[config.mk]
export PLATFORM = sky130hd
export DESIGN_NAME = user_input_controller
export DESIGN_NICKNAME = d
export VERILOG_FILES = /design/src/rtl/user_input_controller.sv
export SDC_FILE = /design/constraint.sdc
export NUM_CORES = 1
export LEC_CHECK = 0
export CAP_MARGIN = 30
export CELL_PAD_IN_SITES_DETAIL_PLACEMENT = 1
export CELL_PAD_IN_SITES_GLOBAL_PLACEMENT = 2
export CORE_ASPECT_RATIO = 1.4
export CORE_UTILIZATION = 43
export DETAILED_ROUTE_END_ITERATION = 16
export PLACE_DENSITY = 0.88
export SLEW_MARGIN = 20
export SYNTH_ARGS = -nofsm -noshare
export SYNTH_HDL_FRONTEND = slang
export SYNTH_SLANG_ARGS = --single-unit
[constraint.sdc]
create_clock -name clk -period 4.05 [get_ports clk]
set_input_delay 0.6075 -clock clk [delete_from_list [all_inputs] [get_ports clk]]
set_output_delay 0.6075 -clock clk [all_outputs]
set_load 0.02 [all_outputs]
[src/rtl/user_input_controller.sv]
// Board input front end: 2-FF sync, tick-sampled debounce, per-button press/release/long-press FSM.
// Events land one cycle after the accepting tick; INPUT_AUTOREPEAT_EN adds auto-repeat presses.
module user_input_controller #(
  parameter int SAMPLE_PERIOD    = 100000,
  parameter int STABLE_SAMPLES   = 5,
  parameter int LONG_PRESS_TICKS = 1000,
  parameter int REPEAT_TICKS     = 200
) (
  input  logic        clk,
  input  logic        reset,
  input  logic [14:0] switchRaw,
  input  logic [3:0]  buttonRaw,
  output logic [14:0] switchStable,
  output logic        switchChanged,
  output logic [3:0]  buttonLevel,
  output logic [3:0]  buttonPress,
  output logic [3:0]  buttonRelease,
  output logic [3:0]  buttonLongPress,
  output logic        sampleTick
);

  localparam int NIN     = 19;
  localparam int PW      = (SAMPLE_PERIOD > 2) ? $clog2(SAMPLE_PERIOD) : 1;
  localparam int CNT_MAX = (LONG_PRESS_TICKS > REPEAT_TICKS) ? LONG_PRESS_TICKS : REPEAT_TICKS;
  localparam int CW      = $clog2(CNT_MAX + 1);

  typedef enum logic [1:0] {RELEASED, PRESSED, LONG} btn_state_t;

  logic [NIN-1:0] raw, sync1, sync2, stable, accept;
  logic [3:0]     deb_cnt [NIN];
  logic [PW-1:0]  pre_cnt;
  logic [3:0]     rise, fall;
  btn_state_t     state    [4];
  logic [CW-1:0]  hold_cnt [4];
`ifdef INPUT_AUTOREPEAT_EN
  logic [CW-1:0]  rep_cnt  [4];
`endif

  assign raw          = {buttonRaw, switchRaw};
  assign switchStable = stable[14:0];
  assign buttonLevel  = stable[18:15];
  assign sampleTick   = (pre_cnt == PW'(SAMPLE_PERIOD - 1));

  always_ff @(posedge clk) begin
    if (reset) begin
      sync1 <= '0;
      sync2 <= '0;
    end else begin
      sync1 <= raw;
      sync2 <= sync1;
    end
  end

  always_ff @(posedge clk) begin
    if (reset || sampleTick) pre_cnt <= '0;
    else                     pre_cnt <= pre_cnt + 1'b1;
  end

  // A bit is accepted on the tick that completes its STABLE_SAMPLES-th consecutive mismatch.
  always_comb begin
    accept = '0;
    for (int i = 0; i < NIN; i++)
      accept[i] = sampleTick && (sync2[i] != stable[i]) &&
                  (deb_cnt[i] == 4'(STABLE_SAMPLES - 1));
  end

  assign rise = accept[18:15] & sync2[18:15];
  assign fall = accept[18:15] & ~sync2[18:15];

  always_ff @(posedge clk) begin
    if (reset) begin
      stable <= '0;
      for (int i = 0; i < NIN; i++) deb_cnt[i] <= '0;
    end else if (sampleTick) begin
      for (int i = 0; i < NIN; i++) begin
        if (sync2[i] == stable[i]) begin
          deb_cnt[i] <= '0;
        end else if (accept[i]) begin
          stable[i]  <= sync2[i];
          deb_cnt[i] <= '0;
        end else begin
          deb_cnt[i] <= deb_cnt[i] + 4'd1;
        end
      end
    end
  end

  always_ff @(posedge clk) begin
    if (reset) begin
      switchChanged   <= 1'b0;
      buttonPress     <= '0;
      buttonRelease   <= '0;
      buttonLongPress <= '0;
      for (int b = 0; b < 4; b++) begin
        state[b]    <= RELEASED;
        hold_cnt[b] <= '0;
`ifdef INPUT_AUTOREPEAT_EN
        rep_cnt[b]  <= '0;
`endif
      end
    end else begin
      switchChanged   <= |accept[14:0];
      buttonPress     <= '0;
      buttonRelease   <= '0;
      buttonLongPress <= '0;
      for (int b = 0; b < 4; b++) begin
        case (state[b])
          RELEASED: begin
            if (rise[b]) begin
              state[b]       <= PRESSED;
              buttonPress[b] <= 1'b1;
              hold_cnt[b]    <= '0;
            end
          end
          PRESSED: begin
            // A falling edge takes priority over a long-press reached on the same tick.
            if (fall[b]) begin
              state[b]         <= RELEASED;
              buttonRelease[b] <= 1'b1;
            end else if (sampleTick) begin
              hold_cnt[b] <= hold_cnt[b] + 1'b1;
              if (hold_cnt[b] == CW'(LONG_PRESS_TICKS - 1)) begin
                state[b]           <= LONG;
                buttonLongPress[b] <= 1'b1;
`ifdef INPUT_AUTOREPEAT_EN
                rep_cnt[b]         <= '0;
`endif
              end
            end
          end
          LONG: begin
            if (fall[b]) begin
              state[b]         <= RELEASED;
              buttonRelease[b] <= 1'b1;
            end
`ifdef INPUT_AUTOREPEAT_EN
            else if (sampleTick) begin
              if (rep_cnt[b] == CW'(REPEAT_TICKS - 1)) begin
                rep_cnt[b]     <= '0;
                buttonPress[b] <= 1'b1;
              end else begin
                rep_cnt[b] <= rep_cnt[b] + 1'b1;
              end
            end
`endif
          end
          default: state[b] <= RELEASED;
        endcase
      end
    end
  end

endmodule

==> key figures, run 1 <==
Timing
  – Slew Limit Fails: 0
  – Setup tns final: 0 ns
  – Worst rel slew slack: 40.6%
  – Worst-Margin Slew: 0.887 ns
  – Final Cycle Share: about 76%
  – Setup WS post-layout: 0.990 ns
  – Setup violators final: 0
  – Final hold vios: 0
  – RSZ-0062 raised after global routing: no
  – F_max: 327 MHz
  – Final min period: slightly above 3 ns
  – Skew final: 0.0115 ns

Critical path
  – CP Data Required Time: between 3 and 4 ns
  – Slowest CP cell: clkdlybuf4s50_1
  – Max incr delay on CP: 0.62 ns
  – Crit-path max FO: 9
  – Top Family by Delay on Critical Path: buffers and inverters
  – Crit Path Class: flip-flop to output pin
  – CP cell instances: ha_1 -> and4_1 -> nand4_1 -> buf_4 -> clkinv_1 -> clkdlybuf4s50_1
  – Crit start category: flip-flop
  – CP Capture Type: output pin
  – Arrival time worst endpoint: 2.45 ns
  – Buf/Inv on CP: 3

Clock tree
  – Sink Count: 211
  – Clock slew at reported path FFs: around 0.060 ns
  – Root buf cell: clkbuf_16
  – Post-CTS Setup Inserts: 0
  – Worst skew pair latency: about 0.50 ns
  – H-tree depth: 1
  – CTS Buffer Depth: 3
  – CTS tree: done
  – Post-CTS Resized: 0
  – # hold bufs at CTS: 0
  – TritonCTS buffer count: 22

Layout
  – Layout area overhead: 16.6%
  – Commonest non-fill, non-tap cells in the layout: nor2_1, edfxtp_1, inv_1
  – Layout Nets: 1,101
  – Multi-input logic area: 0.00418 mm2
  – Register area: 0.00547 mm2
  – ANT cells: 0
  – Share of cells above drive strength 1: 5.59%
  – Layout fillers: 2,533
  – Most common cell after layout, fill and taps aside: nor2_1
  – Final Instance Area: between 0.01 and 0.015 mm2

Flow run
  – Max Cap Viol: 0

Power
  – Switching Power: just over 0.001 W
  – Part of the power in the clock network: 44.9%
  – Pwr Total: 0.00482 W
  – Peak supply drop: 0.309 mV
  – Combinational power share: 5.0%
  – P per Cell Area: 409 mW/mm2
  – Leakage: ~4.3 nW
  – Reg power frac: 50.1%
  – Sw frac: 21.3%
  – Power Internal: 0.00379 W

Drt
  – Wire per inst: 15.4 um
  – Post-route ant nets: 0
  – Final wirelength: ~21,000 um
  – DRC violations left: 0
  – TritonRoute pass-1 iters: 4
  – Initial drt markers: 231
  – Via Count: 6,818
  – Vias per inst: 5.08

Run status
  – Status: finished, final reports clean

Placed design
  – Gpl congestion: 0.772
  – Post-DP HPWL: between 10,000 and 15,000 um
  – Port Buffers: 53
  – Post-DP Area: 0.0110 mm2
  – Setup WS pre-CTS: 1.35 ns

GRT
  – First-pass GRT wire length: 34,800 um
  – GRT Util Overall: 17.6%
  – Antenna violations before repair: 0
  – Vias in the first global route: 7,240
  – Pin count of the biggest net entering global routing: 84
  – Grt ovf: 0

Synthesis
  – Seq/Total Area, Yosys: 54.1%
  – Instance count of the mapped netlist: 960
  – Post-Syn Area per Cell: 10.5 um2
  – Netlist cell types: 50
  – Top FF cell, synth: edfxtp_1
  – Share of the synthesized area in the top cell type: 36.9%
  – Syn nets: 1,040
  – Area of the mapped netlist: 0.0101 mm2
  – Cell taking the most area after synthesis: edfxtp_1
  – Post-synth EDFFs: 124
  – Warnings from Yosys: 0
  – Yosys reg bits: approximately 210
  – Synth async-reset ratio: 0%
  – Synth top area cells: edfxtp_1, dfxtp_1, ha_1

Floorplanning
  – Core Box Area: 0.0231 mm2
  – I/O pin count: 54
  – Row cnt: 66
  – Initial Util: between 40% and 50%
  – Total Die Area: between 0.02 and 0.025 mm2
  – Die width: 132 um
  – Die height: 183 um

Min path
  – Hold Crit Class: flip-flop to flip-flop
flip-flops by register name, summed over array words and instances, names as in the netlist:
| register | flops |
|---|---|
| stable | 19 |
| switchChanged | 1 |
| sync2 | 19 |
| deb_cnt | 76 |
| hold_cnt | 40 |
| pre_cnt | 17 |
| buttonLongPress | 4 |
| buttonRelease | 4 |
| sync1 | 19 |
| buttonPress | 4 |
| state | 8 |
cell type report:
type	count	share of cell area, %
Sequential cell	211	46.4
Timing Repair Buffer	63	5.27
Multi-Input combinational cell	631	35.5
Clock buffer	27	5.20
Tap cell	306	3.25
Inverter	92	2.93
Clock inverter	13	1.42
cell families (layout without fill, tap and decap cells):
| logic type | Yosys count | after routing | synth area share (%) |
|---|---|---|---|
| compound gates | 78 | 78 | 4.45 |
| xor+xnor | 102 | 102 | 8.85 |
| fa+ha+maj | 59 | 59 | 7.31 |
| buf+inv | 118 | 195 | 4.56 |
| flops | 211 | 211 | 54.1 |
| mux | 1 | 1 | 0.112 |
| simple gates | 391 | 391 | 20.6 |
synthesized netlist by cell type, types with 4 or more instances:
cell type,count
nand2_1,26
edfxtp_1,124
nor2_1,148
o22ai_1,8
xnor2_1,67
dfxtp_1,87
nand3b_1,20
nor4_1,16
and3_1,6
inv_1,91
or4b_1,13
ha_1,59
and3b_1,4
or3_1,22
xor2_1,35
nor3_1,15
o21ai_0,27
clkbuf_1,21
a21oi_1,25
nand3_1,41
nand4_1,15
or4_1,5
nor2b_1,41
metal layers:
layer	part of all wire [%]	up-vias	GRT usage (%)
met1	43	3311	20.2
li1	-	3395	-
met3	3.1	27	2.35
met4	1.7	0	5.07
met2	52	85	33.5
met5	0	-	0
power groups by stage:
stage	Sequential, W	Clock [W]	Combinational (W)
global route	0.00243	0.00230	0.000273
CTS	0.00242	0.00222	0.000247
finish	0.00242	0.00216	0.000240
global placement	0.00246	0	0.000232
floorplan	0.00244	0	0.000173
detailed placement	0.00246	0	0.000243
per-stage QoR:
stage          hold WS (ns)  instances  util [%]
2_1_floorplan         0.414        960         -
3_3_place_gp          0.421       1302      47.4
3_5_place_dp          0.431       1303      47.5
4_1_cts               0.447       1343      50.9
5_1_grt               0.460       1343      50.9
6_report              0.444       1343      50.9
worst paths after layout:
check / from / to / slack [ns] / cells past startpoint
worst max register to register: pre_cnt[0] / hold_cnt[3][4] / 1.36 / 7
worst min-delay path: sync1[6] / sync2[6] / 0.44 / 1
worst max-delay path: pre_cnt[0] / sampleTick / 0.99 / 6
worst min register to register: sync1[6] / sync2[6] / 0.44 / 1
Power figures use the tool's default switching activity.
==> run 2, diff against run 1 <==
Settings changed: CORE_UTILIZATION 43 to 36, PLACE_DENSITY 0.88 to 0.79.
Clock period 4.05 ns to 2.8 ns, I/O delays scaled along.
==> key figures, run 2 (synthesis gave the netlist of run 1 again) <==
Run status
  – Status: finished, final reports clean

Timing
  – Final Cycle Share: 83.2%
  – Slew Limit Fails: 0
  – Setup WS post-layout: 0.470 ns
  – Final min period: ~2.3 ns
  – Skew final: about 0.013 ns
  – RSZ-0062 raised after global routing: no
  – Final hold vios: 0
  – Worst rel slew slack: roughly three fifths
  – Setup tns final: 0 ns
  – Setup violators final: 0
  – Worst-Margin Slew: 0.593 ns
  – F_max: 429 MHz

Floorplanning
  – Die height: between 200 and 250 um
  – Die width: 144 um
  – Initial Util: a little over a third
  – Row cnt: 72
  – Total Die Area: 0.0287 mm2
  – Core Box Area: about 0.028 mm2
  – I/O pin count: 54

Clock tree
  – # hold bufs at CTS: 0
  – H-tree depth: 1
  – CTS Buffer Depth: 3
  – Clock slew at reported path FFs: about 0.06 ns
  – Sink Count: approximately 210
  – Post-CTS Setup Inserts: 0
  – Root buf cell: clkbuf_16
  – CTS tree: done
  – TritonCTS buffer count: 23
  – Worst skew pair latency: around 0.5 ns

Critical path
  – CP Capture Type: output pin
  – R2R Path End: state[2][1]
  – Top Family by Delay on Critical Path: buffers and inverters
  – Crit-path max FO: 5
  – R2r setup slk: approximately 0.54 ns
  – CP Data Required Time: 2.38 ns
  – Crit start category: flip-flop
  – Arrival time worst endpoint: around 1.9 ns
  – CP cell instances: ha_1 -> and4_1 -> nand4_1 -> clkinv_1 -> dlymetal6s2s_1
  – Slowest CP cell: dfxtp_1
  – Crit path depth: 5
  – Crit Path Class: flip-flop to output pin
  – Max incr delay on CP: 0.37 ns
  – Reg2reg start: pre_cnt[0]
  – Worst R2R Path Depth: 6
  – Buf/Inv on CP: 2

Drt
  – Final wirelength: around 21,000 um
  – Post-route ant nets: 0
  – Vias per inst: 4.86
  – Top Layer Used: met4
  – Met2 wire length: 10,500 um
  – TritonRoute pass-1 iters: 5
  – DRC violations left: 0
  – Via Count: 6,857
  – Wire per inst: around 15 um
  – Initial drt markers: between 200 and 250
  – Met3 routed WL: 682 um
  – Metal1 wirelength: 9100 um

Power
  – Combinational power share: 5.2%
  – Switching Power: 0.00150 W
  – Part of the power in the clock network: approximately 43%
  – P per Cell Area: 569 mW/mm2
  – Peak supply drop: roughly 0.37 mV
  – Reg power frac: 51.9%
  – Leakage: 4.30 nW
  – Sw frac: 22.3%
  – Power Internal: 0.00523 W

Layout
  – Layout area overhead: 17.1%
  – Layout Nets: about 1,100
  – Share of cells above drive strength 1: between 5 and 6%
  – Top reg by flops: deb_cnt
  – Commonest non-fill, non-tap cells in the layout: nor2_1, edfxtp_1, inv_1
  – ANT cells: 0
  – Max reg flops: 76
  – Most common cell after layout, fill and taps aside: nor2_1
  – Top Registers: deb_cnt: 76 flops, hold_cnt: 40 flops

Min path
  – Worst hold stages: 2
  – Hold endpoint: stable[17]
  – HP Start: reset
  – Hold Crit Class: input port to flip-flop

GRT
  – Grt ovf: 0
  – Pin count of the biggest net entering global routing: 76
  – Vias in the first global route: 7,340
  – Antenna violations before repair: 0
  – GRT Util Overall: 15.0%
  – First-pass GRT wire length: 35,300 um

Placed design
  – Setup WS pre-CTS: 0.546 ns
  – Post-DP HPWL: approximately 14,000 um
  – Gpl congestion: approximately 0.78
  – Port Buffers: 53

Flow run
  – Max Cap Viol: 0
==> run 2: per-stage QoR <==
stage	instances	total power [W]	util (%)	hold WS (ns)	instance area, um2
finish	1410	0.00673	42.9	0.240	11800
global route	1410	0.00702	42.9	0.258	11800
detailed placement	1368	0.00392	40.3	0.427	11100
floorplan	960	0.00378	-	0.414	10100
CTS	1410	0.00685	42.9	0.221	11800
global placement	1368	0.00390	40.3	0.416	11100
==> run 2: metal layers <==
layer	global-route usage, %	vias up
met1	17.9	3329
met4	4.52	0
met2	27.4	91
met5	0	-
met3	2.13	31
li1	-	3406
==> run 2: power groups by stage <==
stage / clock network [W] / logic, W / registers, W
2_1_floorplan: 0 / 0.000250 / 0.00353
3_5_place_dp: 0 / 0.000354 / 0.00356
4_1_cts: 0.00299 / 0.000359 / 0.00350
6_report: 0.00289 / 0.000348 / 0.00350
3_3_place_gp: 0 / 0.000346 / 0.00356
5_1_grt: 0.00311 / 0.000401 / 0.00351
==> run 2: timing repair <==
action,4_1_cts,5_1_grt
endpoints found under the hold margin,0,0
gates resized for setup,0,1
setup endpoints to repair,0,1
==> run 2: worst max-delay path by stage <==
stage / from / end
4_1_cts: pre_cnt[0] / sampleTick
3_5_place_dp: pre_cnt[0] / state[2][1]
3_3_place_gp: pre_cnt[0] / state[2][1]
2_1_floorplan: pre_cnt[0] / deb_cnt[0][0]
5_1_grt: pre_cnt[0] / sampleTick
6_report: pre_cnt[0] / sampleTick
==> run 2: layout make-up <==
type	instances	area, um2
Multi-Input combinational cell	631	4180
Tap cell	370	463
Clock buffer	33	674
Inverter	92	345
Clock inverter	9	47.5
Sequential cell	211	5470
Fill cell	3086	15700
Timing Repair Buffer	64	648
==> run 3, diff against run 2 <==
Settings changed: CORE_UTILIZATION 36 to 40, PLACE_DENSITY 0.79 to 0.83.
Clock period 2.8 ns to 2.2 ns, I/O delays scaled along.
==> key figures, run 3 (synthesis gave the netlist of run 1 again) <==
Power
  – P per Cell Area: between 700 and 800 mW/mm2
  – Pwr Total: 0.00890 W
  – Leakage: 4.51 nW
  – Peak supply drop: approximately 0.58 mV

Layout
  – Commonest non-fill, non-tap cells in the layout: nor2_1, edfxtp_1, inv_1
  – ANT cells: 0
  – Final Instance Area: 0.0121 mm2
  – Most common cell after layout, fill and taps aside: nor2_1
  – Layout area overhead: 20.1%
  – Top Registers: deb_cnt: 76 flops, hold_cnt: 40 flops
  – Top reg by flops: deb_cnt
  – Max reg flops: 76
  – Layout Nets: 1,135
  – Share of cells above drive strength 1: 10.3%

Drt
  – Final wirelength: roughly 21,000 um
  – Via Count: between 6,000 and 7,000
  – TritonRoute pass-1 iters: 4
  – Initial drt markers: 174
  – Post-route ant nets: 0
  – DRC violations left: 0
  – Vias per inst: 5.02
  – Wire per inst: ~15 um

Clock tree
  – Sink Count: 211
  – CTS tree: done
  – Clock slew at reported path FFs: 0.06 ns
  – TritonCTS buffer count: 23
  – CTS Buffer Depth: 3
  – # hold bufs at CTS: 0
  – H-tree depth: 1
  – Root buf cell: clkbuf_16
  – Worst skew pair latency: 0.51 ns

GRT
  – Pin count of the biggest net entering global routing: 76
  – First-pass GRT wire length: 35,500 um
  – Vias in the first global route: 7,394
  – Grt ovf: 0
  – GRT Util Overall: ~17%
  – Antenna violations before repair: 0

Timing
  – Worst rel slew slack: 66.9%
  – Worst-Margin Slew: 0.493 ns
  – Slew Limit Fails: 0
  – Skew final: about 0.011 ns
  – Final Cycle Share: between 90 and 100%
  – Final min period: 2.13 ns
  – Final hold vios: 0
  – Setup tns final: 0 ns
  – F_max: 470 MHz
  – Setup violators final: 0
  – RSZ-0062 raised after global routing: no
  – Setup WS post-layout: 0.0726 ns

Flow run
  – Max Cap Viol: 0

Floorplanning
  – Die width: approximately 140 um
  – Core Box Area: 0.0248 mm2
  – I/O pin count: 54
  – Die height: ~190 um
  – Row cnt: 68
  – Initial Util: around 41%
  – Total Die Area: 0.0259 mm2

Critical path
  – Crit start category: flip-flop
  – CP Data Required Time: approximately 2.4 ns
  – Crit-path max FO: 10
  – Crit Path Class: flip-flop to flip-flop
  – CP Capture Type: flip-flop
  – Arrival time worst endpoint: 2.34 ns

Placed design
  – Post-DP HPWL: approximately 15,000 um
  – Setup WS pre-CTS: -0.0339 ns
  – Port Buffers: 53
  – Gpl congestion: 0.773
  – Post-DP Area: 0.0113 mm2

Run status
  – Status: finished, final reports clean

Min path
  – Hold Crit Class: input port to flip-flop
run 3: cell types whose count changed in the layout (fill, tap and decap cells not counted), moves of 4 or more:
cell | previous run | this run
buf_4 | 8 | 39
clkbuf_1 | 5 | 1
clkinv_4 | 0 | 4
or4b_1 | 13 | 6
or4b_4 | 2 | 9
run 3: critical path, cell delays in order, from the launching register on:
cell and delay (ns):
dfxtp_2 0.35, ha_2 0.18, and4_1 0.21, nand4_1 0.13
buf_4 0.18, clkinv_2 0.05, buf_4 0.14, buf_4 0.15
nand3_1 0.10, o211ai_1 0.12, buf_4 0.22
run 3: area by class of cell:
type	count	area, um2
Tap cell	315	394
Clock buffer	28	668
Inverter	92	347
Multi-Input combinational cell	631	4230
Sequential cell	211	5470
Clock inverter	13	131
Timing Repair Buffer	96	893
Fill cell	2723	12600
run 3: repair_timing:
item,4_1_cts,5_1_grt
pin swaps,0,0
endpoints found under the setup margin,61,53
buffers inserted,2,1
gates resized for setup,12,4
run 3: path summary, 6_finish.rpt:
kind | from | to | slack (ns) | cells past startpoint
setup reg to reg | pre_cnt[1] | hold_cnt[3][3] | 0.07 | 10
setup / recovery | pre_cnt[1] | hold_cnt[3][3] | 0.07 | 10
hold reg to reg | sync1[15] | sync2[15] | 0.44 | 1
hold / removal | reset | stable[16] | 0.17 | 2
run 3: power breakdown:
| part | total (W) | switching, W | internal (W) |
|---|---|---|---|
| logic | 0.000460 | 0.000243 | 0.000217 |
| registers | 0.00445 | 0.000124 | 0.00432 |
| clock network | 0.00400 | 0.00159 | 0.00241 |
run 3: per-layer routing:
layer	vias to the layer above	routed length (um)	global-route usage, %
li1	3469	-	-
met5	-	0	0
met4	0	427	5.04
met2	103	10800	31.0
met1	3354	8960	19.6
met3	34	762	2.96
run 3: per-stage QoR:
stage	instances	utilization, %	hold slack [ns]
after floorplan	960	-	0.407
after global placement	1342	45.5	0.423
after detailed placement	1342	45.5	0.426
after CTS	1385	48.9	0.138
after global routing	1386	49.0	0.175
final	1386	49.0	0.166
